[config.mk]
export PLATFORM = sky130hd
export DESIGN_NAME = ov7670_fake
export DESIGN_NICKNAME = d
export VERILOG_FILES = /design/src/rtl/ov7670_fake.sv
export SDC_FILE = /design/constraint.sdc
export NUM_CORES = 1
export LEC_CHECK = 0
export ABC_AREA = 1
export CORE_ASPECT_RATIO = 1.2
export CORE_MARGIN = 2
export CORE_UTILIZATION = 50
export CTS_CLUSTER_DIAMETER = 120
export DETAILED_ROUTE_END_ITERATION = 10
export GPL_TIMING_DRIVEN = 0
export PLACE_DENSITY_LB_ADDON = 0.3
export RECOVER_POWER = 50
export REMOVE_ABC_BUFFERS = 1
export SETUP_SLACK_MARGIN = 0.2
export SLEW_MARGIN = 10
export SYNTH_ARGS = -nofsm -noshare
export SYNTH_HDL_FRONTEND = slang
export SYNTH_SLANG_ARGS = --single-unit
[constraint.sdc]
create_clock -name pclk -period 3.05 [get_ports pclk]
set_clock_uncertainty 0.2 [all_clocks]
set_input_delay 0.4575 -clock pclk [delete_from_list [all_inputs] [get_ports pclk]]
set_output_delay 0.4575 -clock pclk [all_outputs]
set_load 0.01 [all_outputs]
[src/rtl/ov7670_fake.sv]
// Free-running OV7670 camera look-alike: generates href/hsync/vsync timing and a
// deterministic byte ramp on camData, all launched on the falling edge of pclk.
module ov7670_fake #(
  parameter int H_ACTIVE    = 1280,
  parameter int H_TOTAL     = 1568,
  parameter int HS_START    = 1312,
  parameter int HS_WIDTH    = 160,
  parameter int V_TOTAL     = 510,
  parameter int VS_LINES    = 3,
  parameter int V_ACT_START = 20,
  parameter int V_ACTIVE    = 480
) (
  input  logic       pclk,
  input  logic       reset,
  output logic       href,
  output logic       hsync,
  output logic       vsync,
  output logic [7:0] camData
);

  localparam int CW = $clog2(H_TOTAL);
  localparam int LW = $clog2(V_TOTAL);
  localparam logic [CW-1:0] COL_LAST  = CW'(H_TOTAL - 1);
  localparam logic [LW-1:0] LINE_LAST = LW'(V_TOTAL - 1);

  logic [CW-1:0] col_cnt;
  logic [LW-1:0] line_cnt;
  logic [7:0]    frame_cnt;

  logic       href_nx;
  logic       hsync_nx;
  logic       vsync_nx;
  logic [7:0] data_nx;

  always_comb begin
    href_nx  = (int'(line_cnt) >= V_ACT_START) &&
               (int'(line_cnt) <  V_ACT_START + V_ACTIVE) &&
               (int'(col_cnt)  <  H_ACTIVE);
    hsync_nx = (int'(col_cnt) >= HS_START) && (int'(col_cnt) < HS_START + HS_WIDTH);
    vsync_nx = (int'(line_cnt) < VS_LINES);
    // Ramp is relative to the first active line so every frame's top line starts at the frame number.
    data_nx  = 8'h00;
    if (href_nx)
      data_nx = 8'(col_cnt) + 8'(line_cnt) - 8'(V_ACT_START) + frame_cnt;
  end

  // Falling-edge launch keeps every output stable across the consumer's rising edge.
  always_ff @(negedge pclk or negedge reset) begin
    if (!reset) begin
      col_cnt   <= '0;
      line_cnt  <= '0;
      frame_cnt <= '0;
      href      <= 1'b0;
      hsync     <= 1'b0;
      vsync     <= 1'b0;
      camData   <= 8'h00;
    end else begin
      href    <= href_nx;
      hsync   <= hsync_nx;
      vsync   <= vsync_nx;
      camData <= data_nx;
      if (col_cnt == COL_LAST) begin
        col_cnt <= '0;
        if (line_cnt == LINE_LAST) begin
          line_cnt  <= '0;
          frame_cnt <= frame_cnt + 8'd1;
        end else begin
          line_cnt <= line_cnt + 1'b1;
        end
      end else begin
        col_cnt <= col_cnt + 1'b1;
      end
    end
  end

endmodule

Word level (Yosys, flattened, before mapping) --
Index checks and enable logic that the tools add are counted.
Word-level totals: register bits 39, input bits 2
Cells by class: $add $sub $neg 6, order comparisons 6, eq/ne operators 2, muxes and demuxes 3, reduce and logical (&&, ||, !) cells 4
Operators with widths (number):
- less-than comparator 11 bit, second input constant | 2
- adder 8 bit | 2
- adder 11 x 1 -> 11 bit, second input constant | 1
- equality test 11 bit, second input constant | 1
- greater-or-equal comparator 11 bit, second input constant | 1
- 2-to-1 mux 11 bit | 1
- adder 9 x 1 -> 9 bit, second input constant | 1
- equality test 9 bit, second input constant | 1
- greater-or-equal comparator 9 x 5 -> 1 bit, second input constant | 1
- less-than comparator 9 x 2 -> 1 bit, second input constant | 1
- less-than comparator 9 bit, second input constant | 1
- 2-to-1 mux 9 bit | 1
- adder 8 x 1 -> 8 bit, second input constant | 1
- 2-to-1 mux 8 bit | 1
- subtractor 8 x 5 -> 8 bit, second input constant | 1
- logical AND 1 bit | 3
- AND reduction 2 bit | 1

Depth between registers and ports, before layout --
Gate-level depths: netlist of run 1.
depth in word-level cells 4, gate-level depth with buffers 12

==> summary.md, run 1 <==
| Metric | Value |
|---|---|
| Number of global-route vias before repair | 1893 |
| Worst EP arrival | 2.34 ns |
| Iteration-0 DRC count of the detailed router | 127 |
| Clock sinks | 39 |
| Buffers & Inverters on Critical Path | 1 |
| Max-Cap Viols | 0 |
| Switching Fraction | 21.3% |
| Final setup fails | 0 |
| Initial antenna violation count | 0 |
| Combinational power share | 1.5% |
| Worst VDD drop | 169 uV |
| Synthesized area | 2490 sq um |
| GPL Wtd Cong | 0.853 |
| WP data required | 2.39 ns |
| Port buffer count | 12 |
| CTS tree | yes |
| Pwr Total | 975 uW |
| CORE AREA | 4870 sq um |
| Vias per cell | 5.08 |
| DR pass1 iterations | 4 |
| Switch Pwr | 207 uW |
| Multi-input logic area | 1260 sq um |
| Final nets | 362 |
| CP endpoint kind | primary output |
| Layout Utilization | 58.0% |
| CTS Buf Count | 5 |
| Synth top area share | 39.2% |
| Hold_buf cts | 0 |
| Most frequent cells in the layout | 64 x inv_1, 64 x nand2_1, 39 x dfrtn_1, 30 x nor2_1, 24 x nand3_1 |
| Grt ovf | 0 |
| Register area | 976 sq um |
| Worst hold path class | reg2reg |
| Yosys reg bits | 39 |
| RSZ-0062 raised after global routing | true |
| Top area cells in the synthesized netlist | dfrtn_1 39%, inv_1 9.9%, nand2_1 9.8% |
| Chip width | 68.5 microns |
| CTS clock-pin slew for the worst setup and hold paths | 0.06 ns |
| WL final | 5.03 mm |
| Fin area | 2820 sq um |
| Largest net degree at the start of global routing | 22 |
| Vias | 2013 |
| Clock share of power | 45.2% |
| Initial core utilization | 51.2% |
| Syn avg cell area | 8.07 sq um |
| PD cells | 345 nW/um^2 |
| Critical-path maximum fanout | 1 |
| Largest area contributor in the netlist | dfrtn_1 |
| Die Footprint | 5570 sq um |
| Worst-skew pair later-pin latency | 0.30 ns |
| Finished Layout Cells | 396 |
| GR Util All Layers | 19.7% |
| DP Cell Count | 379 |
| Count of final hold-check violations | 0 |
| Clock buffer depth | 2 |
| HPWL after DPL | 3.71 mm |
| DR WL/cell | 12.7 microns |
| YS warnings | 0 |
| Status | finished, final reports clean |
| FILL cells | 448 |
| Library cells used by synthesis | 23 |
| Final ANT Viol Nets | 0 |
| Gate Count Post-Synth | 309 |
| First-pass GRT wire length | 8.19 mm |
| FP Rows | 28 |
| CP peak stage delay | 0.39 ns |
| Root Buffer | clkbuf_8 |
| Die height | 81.3 microns |
| Top Ports | 13 |
| Crit path cell chain | buf_2 |
| CP Class | reg2out |
| Final slew viol count | 0 |
| Area growth from synthesis to layout | 13.3% |
| Leakage power | 0.00160 uW |
| ANT cells | 0 |
| CP Launch Type | flop |
| Post-route DRC violation count | 0 |
| Worst-margin pin slew | 1.12 ns |
| Flop pwr share | 53.3% |
| H-Tree Depth | 2 |
| Register area share after synthesis | 39.2% |
| Placed Instance Area | 2680 sq um |
| Largest delay share family, worst path | flip-flops |
| Layout cell share with drive strength beyond 1 | 11.9% |
| Worst slew margin | 25.5% |
| Int Pwr | 767 uW |
| Slowest cell on crit path | dfrtn_1 |
| TNS Setup | 0 ns |
cell families (layout without fill, tap and decap cells):
family          Yosys count  in the layout  synth area share (%)
flops                    39             39                  39.2
simple gates            143            143                  26.4
buf+inv                  70             97                  11.2
xor+xnor                 12             12                  4.22
fa+ha+maj                25             25                  15.0
compound gates           20             20                  4.12
synth_stat cells:
| cell type | instances |
|---|---|
| fa_1 | 8 |
| o21ai_0 | 13 |
| dfrtn_1 | 39 |
| inv_1 | 66 |
| nor2_1 | 29 |
| nand3_2 | 2 |
| xor2_1 | 9 |
| nand2_1 | 65 |
| buf_2 | 1 |
| xnor2_1 | 3 |
| o211ai_1 | 1 |
| buf_6 | 2 |
| nor3_1 | 7 |
| nor2_4 | 2 |
| ha_1 | 17 |
| nand3_1 | 22 |
| nand3b_1 | 1 |
| nor2_2 | 1 |
| inv_2 | 1 |
| a21oi_1 | 6 |
| nand2_2 | 1 |
| nand4_4 | 1 |
| nand4_1 | 12 |
metal layers:
metal  global-route usage [%]  wire [microns]
met1                     23.4            2260
met5                        0               0
met3                     4.02             151
met2                     33.8            2500
met4                     8.80             118
area by class of cell:
cell class | count | area share (%)
Multi-Input combinational cell | 200 | 44.5
Sequential cell | 39 | 34.6
Clock buffer | 5 | 2.44
Timing Repair Buffer | 22 | 5.32
Tap cell | 60 | 2.66
Inverter | 67 | 8.91
Clock inverter | 3 | 1.55
worst paths after layout:
path | start | endpoint | slack [ns] | cells past startpoint
worst min register to register | col_cnt[0] | col_cnt[0] | 0.24 | 1
worst max-delay path | hsync | hsync | 0.06 | 1
max in group asynchronous | reset | frame_cnt[1] | 0.39 | 2
worst max register to register | line_cnt[2] | camData[6] | 0.36 | 12
worst min-delay path | col_cnt[0] | col_cnt[0] | 0.24 | 1
min in group asynchronous | reset | col_cnt[6] | 1.56 | 1
power groups by stage:
stage / clock network [uW] / logic (uW) / registers [uW]
5_1_grt: 465 / 17.2 / 520
3_5_place_dp: 0 / 15.7 / 529
4_1_cts: 446 / 15.7 / 520
3_3_place_gp: 0 / 11.7 / 529
6_report: 441 / 14.5 / 520
2_1_floorplan: 0 / 0.000905 / 529
registers in the layout (all words and copies together), names as in the netlist:
name,flops
line_cnt,9
vsync,1
frame_cnt,8
hsync,1
camData,8
href,1
col_cnt,11
stage by stage:
| step | hold slack [ns] | setup WS, ns |
|---|---|---|
| 6_report | 0.238 | 0.0570 |
| 5_1_grt | 0.298 | 0.0160 |
| 4_1_cts | 0.246 | 0.0463 |
| 3_5_place_dp | 0.245 | -0.0435 |
| 3_3_place_gp | 0.239 | -1.06 |
| 2_1_floorplan | 0.216 | 0.272 |
repair_timing:
| action | in CTS | in global routing |
|---|---|---|
| hold endpoints to repair | 0 | 0 |
| pin swaps | 0 | 2 |
| gates resized for setup | 46 | 7 |
| endpoints found under the setup margin | 12 | 13 |
| setup buffers | 2 | 7 |
No activity file was read; power rests on OpenSTA's default activity.
==> run 2, diff against run 1 <==
Settings changed: SLEW_MARGIN 10 to 30.
==> results of run 2 <==
No change in the layout: final DEF, timing and power equal those of run 1.
